[config.mk]
export PLATFORM = sky130hd
export DESIGN_NAME = icb_periph_split
export DESIGN_NICKNAME = d
export VERILOG_FILES = /design/src/rtl/icb_periph_split.sv
export SDC_FILE = /design/constraint.sdc
export NUM_CORES = 1
export LEC_CHECK = 0
export ABC_AREA = 1
export CAP_MARGIN = 20
export CORE_AREA = 2 2 96 98
export CTS_CLUSTER_SIZE = 40
export DETAILED_ROUTE_END_ITERATION = 8
export DIE_AREA = 0 0 98 100
export GPL_TIMING_DRIVEN = 0
export HOLD_SLACK_MARGIN = 0.05
export PLACE_DENSITY = 0.76
export SKIP_CTS_REPAIR_TIMING = 1
export SLEW_MARGIN = 5
export SYNTH_ARGS = -nofsm -noshare
export SYNTH_HDL_FRONTEND = slang
export SYNTH_SLANG_ARGS = --single-unit
[constraint.sdc]
create_clock -name clk -period 4.7 [get_ports clk]
set_input_delay 0.94 -clock clk [delete_from_list [all_inputs] [get_ports clk]]
set_output_delay 0.94 -clock clk [all_outputs]
set_load 0.05 [all_outputs]
[src/rtl/icb_periph_split.sv]
// icb_periph_split: routes one ICB master to N_SLV slaves by address decode and keeps responses in command order.
// Optional macro ICB_SPLIT_ERR_SLV_EN routes address misses to an internal error responder.
`ifndef MYRISCV_ADDRDW
`define MYRISCV_ADDRDW 32
`endif
`ifndef MYRISCV_XLEN
`define MYRISCV_XLEN 32
`endif

module icb_periph_split #(
  parameter int N_SLV      = 2,
  parameter int OUTS_DEPTH = 2,
  parameter logic [N_SLV*`MYRISCV_ADDRDW-1:0] SLV_BASE = {32'h0C00_0000, 32'h0200_0000},
  parameter logic [N_SLV*`MYRISCV_ADDRDW-1:0] SLV_MASK = {32'hFC00_0000, 32'hFF00_0000}
) (
  input  logic                              clk,
  input  logic                              rst,
  input  logic                              i_icb_cmd_valid,
  output logic                              i_icb_cmd_ready,
  input  logic [`MYRISCV_ADDRDW-1:0]        i_icb_cmd_addr,
  input  logic                              i_icb_cmd_read,
  input  logic [`MYRISCV_XLEN-1:0]          i_icb_cmd_wdata,
  input  logic [`MYRISCV_XLEN/8-1:0]        i_icb_cmd_wmask,
  output logic                              i_icb_rsp_valid,
  input  logic                              i_icb_rsp_ready,
  output logic                              i_icb_rsp_err,
  output logic [`MYRISCV_XLEN-1:0]          i_icb_rsp_rdata,
  output logic [N_SLV-1:0]                  o_icb_cmd_valid,
  input  logic [N_SLV-1:0]                  o_icb_cmd_ready,
  output logic [`MYRISCV_ADDRDW-1:0]        o_icb_cmd_addr,
  output logic                              o_icb_cmd_read,
  output logic [`MYRISCV_XLEN-1:0]          o_icb_cmd_wdata,
  output logic [`MYRISCV_XLEN/8-1:0]        o_icb_cmd_wmask,
  input  logic [N_SLV-1:0]                  o_icb_rsp_valid,
  output logic [N_SLV-1:0]                  o_icb_rsp_ready,
  input  logic [N_SLV-1:0]                  o_icb_rsp_err,
  input  logic [N_SLV*`MYRISCV_XLEN-1:0]    o_icb_rsp_rdata
);
  localparam int AW  = `MYRISCV_ADDRDW;
  localparam int DW  = `MYRISCV_XLEN;
  localparam int IDW = $clog2(N_SLV + 1);
  localparam int PW  = (OUTS_DEPTH > 1) ? $clog2(OUTS_DEPTH) : 1;
  localparam int CW  = $clog2(OUTS_DEPTH + 1);

  logic [N_SLV-1:0] hit;
  logic [IDW-1:0]   sel;
  logic             sel_cmd_ready;
  logic             fifo_full, fifo_empty;
  logic             push, pop;
  logic [IDW-1:0]   head;
  logic             rsp_valid_sel, rsp_err_sel;
  logic [DW-1:0]    rsp_rdata_sel;

  logic [IDW-1:0]   id_mem [OUTS_DEPTH];
  logic [PW-1:0]    wr_ptr_reg, rd_ptr_reg;
  logic [CW-1:0]    cnt_reg;

  for (genvar gi = 0; gi < N_SLV; gi++) begin : g_hit
    assign hit[gi] = (i_icb_cmd_addr & SLV_MASK[gi*AW +: AW]) ==
                     (SLV_BASE[gi*AW +: AW] & SLV_MASK[gi*AW +: AW]);
  end

  // Lowest-index hit wins; a miss falls through to the default target.
  always_comb begin
`ifdef ICB_SPLIT_ERR_SLV_EN
    sel = IDW'(N_SLV);
`else
    sel = IDW'(N_SLV - 1);
`endif
    for (int i = N_SLV - 1; i >= 0; i--) begin
      if (hit[i]) sel = IDW'(i);
    end
  end

  always_comb begin
    o_icb_cmd_valid = '0;
    sel_cmd_ready   = 1'b0;
`ifdef ICB_SPLIT_ERR_SLV_EN
    if (sel == IDW'(N_SLV)) sel_cmd_ready = 1'b1;
`endif
    for (int i = 0; i < N_SLV; i++) begin
      if (sel == IDW'(i)) begin
        o_icb_cmd_valid[i] = i_icb_cmd_valid & ~fifo_full;
        sel_cmd_ready      = o_icb_cmd_ready[i];
      end
    end
  end

  assign i_icb_cmd_ready = sel_cmd_ready & ~fifo_full;
  assign o_icb_cmd_addr  = i_icb_cmd_addr;
  assign o_icb_cmd_read  = i_icb_cmd_read;
  assign o_icb_cmd_wdata = i_icb_cmd_wdata;
  assign o_icb_cmd_wmask = i_icb_cmd_wmask;

  assign fifo_full  = (cnt_reg == CW'(OUTS_DEPTH));
  assign fifo_empty = (cnt_reg == '0);
  assign push       = i_icb_cmd_valid & i_icb_cmd_ready;
  assign pop        = i_icb_rsp_valid & i_icb_rsp_ready;

  function automatic logic [PW-1:0] ptr_inc(input logic [PW-1:0] p);
    return (p == PW'(OUTS_DEPTH - 1)) ? '0 : p + PW'(1);
  endfunction

  // Full is judged on the registered count only, so cmd_ready never depends on the response side.
  always_ff @(posedge clk) begin
    if (rst) begin
      wr_ptr_reg <= '0;
      rd_ptr_reg <= '0;
      cnt_reg    <= '0;
    end else begin
      if (push) wr_ptr_reg <= ptr_inc(wr_ptr_reg);
      if (pop)  rd_ptr_reg <= ptr_inc(rd_ptr_reg);
      case ({push, pop})
        2'b10:   cnt_reg <= cnt_reg + CW'(1);
        2'b01:   cnt_reg <= cnt_reg - CW'(1);
        default: cnt_reg <= cnt_reg;
      endcase
    end
  end

  always_ff @(posedge clk) begin
    if (push) id_mem[wr_ptr_reg] <= sel;
  end

  assign head = id_mem[rd_ptr_reg];

`ifdef ICB_SPLIT_ERR_SLV_EN
  // Counts error commands accepted before this cycle; the oldest one is always the first to mature.
  logic [CW-1:0] err_cnt_reg;
  logic          err_push, err_pop;
  assign err_push = push & (sel == IDW'(N_SLV));
  assign err_pop  = pop & (head == IDW'(N_SLV));

  always_ff @(posedge clk) begin
    if (rst) begin
      err_cnt_reg <= '0;
    end else begin
      case ({err_push, err_pop})
        2'b10:   err_cnt_reg <= err_cnt_reg + CW'(1);
        2'b01:   err_cnt_reg <= err_cnt_reg - CW'(1);
        default: err_cnt_reg <= err_cnt_reg;
      endcase
    end
  end
`endif

  always_comb begin
    rsp_valid_sel = 1'b0;
    rsp_err_sel   = 1'b0;
    rsp_rdata_sel = '0;
    for (int i = 0; i < N_SLV; i++) begin
      if (head == IDW'(i)) begin
        rsp_valid_sel = o_icb_rsp_valid[i];
        rsp_err_sel   = o_icb_rsp_err[i];
        rsp_rdata_sel = o_icb_rsp_rdata[i*DW +: DW];
      end
    end
`ifdef ICB_SPLIT_ERR_SLV_EN
    if (head == IDW'(N_SLV)) begin
      rsp_valid_sel = (err_cnt_reg != '0);
      rsp_err_sel   = 1'b1;
      rsp_rdata_sel = '0;
    end
`endif
  end

  assign i_icb_rsp_valid = ~fifo_empty & rsp_valid_sel;
  assign i_icb_rsp_err   = rsp_err_sel;
  assign i_icb_rsp_rdata = rsp_rdata_sel;

  for (genvar gi = 0; gi < N_SLV; gi++) begin : g_rsp_ready
    assign o_icb_rsp_ready[gi] = i_icb_rsp_ready & ~fifo_empty & (head == IDW'(gi));
  end

endmodule

==> results.md <==
- Routed vias: 2050
- RSZ-0062 raised after global routing: false
- Worst-Skew Late Latency: 0.22 ns
- Final Core Density: 39.0%
- P_leak: 1.65 nW
- Die outline area: 9800 µm²
- Die height: 100 µm
- TNS Setup: 0 ns
- DRT iter0 DRCs: 9
- DRT antenna net count: 0
- Crit path max fanout: 4
- Synth cell types: 22
- Post-Syn Nets: 390
- Final setup vio count: 0
- Clk_skew: 0.00129 ns
- Reg clk slew, reported paths: 0.04 ns
- Share of post-route cells with drive strength above 1: 20.0%
- Dpl ws: 0.949 ns
- Tcrit/Tclk final: 79.4%
- Slew headroom: 61.8%
- FP Rows: 35
- # nets final: 584
- Worst VDD drop: 0.0909 mV
- Clock sink count: 7
- Tot GR Track Use: 11.1%
- Max-slew violation count: 0
- Design Area, Final: 3460 µm²
- Vias/cell: 3.73
- CP startpoint: i_icb_cmd_addr[25]
- Total clock buffers created by CTS: 3
- GPL Wtd Cong: 0.786
- Hpwl dp: 5450 µm
- Final worst setup slack: 0.969 ns
- R2r setup slk: 2.95 ns
- CTS tree: yes
- Total gr overflow: 0
- HP Class: register to register
- ANT cells: 0
- Final Critical Period: 3.73 ns
- Fillers: 897
- # port buffers: 189
- Core box area: 8890 µm²
- Wirelength per Cell: 11.1 µm
- Initial Utilization: 15.6%
- R2r startpoint: id_mem[0]
- H-tree Lvls: 1
- PD cells: 201 nW/µm²
- Synthesized flop and latch total: 7
- Signal arrival time at the worst endpoint: 2.79 ns
- Post-Synthesis Cells: 246
- Synth top area share: 37.3%
- Cell taking the most area after synthesis: buf_4
- Fmax: 0.268 GHz
- Syn Std Cell Area: 1390 µm²
- Top Ports: 251
- Largest net degree at the start of global routing: 11
- WL final: 6100 µm
- Clock root buffer: clkbuf_8
- Worst min-delay path startpoint: rd_ptr_reg
- Worst-case clock buffer depth: 2
- Vias in the first global route: 1966
- Crit end category: output pin
- Critical Path Source Type: input pin
- Final-report hold violation count: 0
- Worst EP required: 3.76 ns
- WS Path Type: input pin to output pin
- Area delta synth->final: 150%
- Initial antenna violation count: 0
- Post-Syn Area per Cell: 5.64 µm²
- Status: finished clean
- DIE WIDTH: 98 µm
- Worst-margin pin slew: 0.571 ns
- First-pass GRT wire length: 9160 µm
- Total of max-cap violations: 0
- Placed Area: 3420 µm²
- Register area share after synthesis: 11.5%
- Initial DRT Pass Iterations: 3
- Ys Warns: 0
- Synth top area cells: buf_4, nand2_1, dfxtp_1
- DRC violations left: 0
cell type report:
class	count	area [µm²]	area share [%]
Buffer	75	548	15.8
Clock buffer	4	45.0	1.30
Inverter	18	67.6	1.95
Multi-Input combinational cell	146	612	17.7
Sequential cell	7	160	4.62
Tap cell	111	139	4.01
Timing Repair Buffer	189	1890	54.6
critical path, cell delays in order:
cell and delay [ns]:
clkdlybuf4s50_1 0.47, nand2_1 0.06, nor2_2 0.18, nand3_1 0.13, a22oi_1 0.17, clkdlybuf4s50_1 0.84
where the power goes:
| part | total [mW] | switching [mW] | internal (mW) |
|---|---|---|---|
| logic | 0.542 | 0.321 | 0.222 |
| registers | 0.0704 | 0.00375 | 0.0666 |
| clock network | 0.0829 | 0.0243 | 0.0585 |
| total | 0.696 | 0.349 | 0.347 |
metrics by stage:
stage               hold WS [ns]  cells  total power [mW]
floorplan                  0.492    246             0.408
global placement           0.505    546             0.612
detailed placement         0.525    546             0.617
CTS                        0.534    550             0.702
global route               0.561    550             0.729
finish                     0.524    550             0.696
worst paths after layout:
check,end,cells after the start
worst min register to register,rd_ptr_reg,3
worst max register to register,cnt_reg[1],8
worst max-delay path,i_icb_cmd_ready,6
worst min-delay path,rd_ptr_reg,3
cell families after synthesis:
family	share of synthesized area, %
and+or+nand+nor	38.9
DFF	11.5
buffers and inverters	44.4
AOI/OAI and AO/OA	4.33
adders and majority gates	0.902
cells in the final DEF (no fill, tap or decap):
| master | netlist | routed |
|---|---|---|
| inv_2 | 1 | 1 |
| a21boi_2 | 1 | 1 |
| a22oi_1 | 1 | 1 |
| nor2_1 | 11 | 11 |
| clkdlybuf4s50_1 | 0 | 189 |
| buf_4 | 69 | 69 |
| and3_1 | 1 | 1 |
| nor3_1 | 1 | 1 |
| edfxtp_1 | 2 | 2 |
| buf_2 | 6 | 6 |
| nand2_1 | 113 | 113 |
| nand3_1 | 3 | 3 |
| nor2_2 | 3 | 3 |
| clkbuf_8 | 0 | 3 |
| o21ai_2 | 1 | 1 |
| nand2_2 | 3 | 3 |
| a21oi_1 | 3 | 3 |
| o21ai_0 | 1 | 1 |
| nand3_2 | 1 | 1 |
| ha_1 | 1 | 1 |
| clkbuf_1 | 0 | 1 |
| inv_1 | 17 | 17 |
| o21bai_1 | 1 | 1 |
| o21ai_1 | 1 | 1 |
| dfxtp_1 | 5 | 5 |
routing by layer:
| layer | vias up | GRT usage (%) | part of all wire [%] |
|---|---|---|---|
| met5 | - | 0 | 0 |
| met4 | 0 | 0.962 | 0.13 |
| met3 | 2 | 2.65 | 9.0 |
| met2 | 111 | 20.7 | 51 |
| met1 | 885 | 13.4 | 39 |
| li1 | 1052 | - | - |
Yosys cell counts, drive strengths merged:
cell / instances
a21boi: 1
a21oi: 3
a22oi: 1
and3: 1
buf: 75
dfxtp: 5
edfxtp: 2
ha: 1
inv: 18
nand2: 116
nand3: 4
nor2: 14
nor3: 1
o21ai: 3
o21bai: 1
Power figures use the tool's default switching activity.
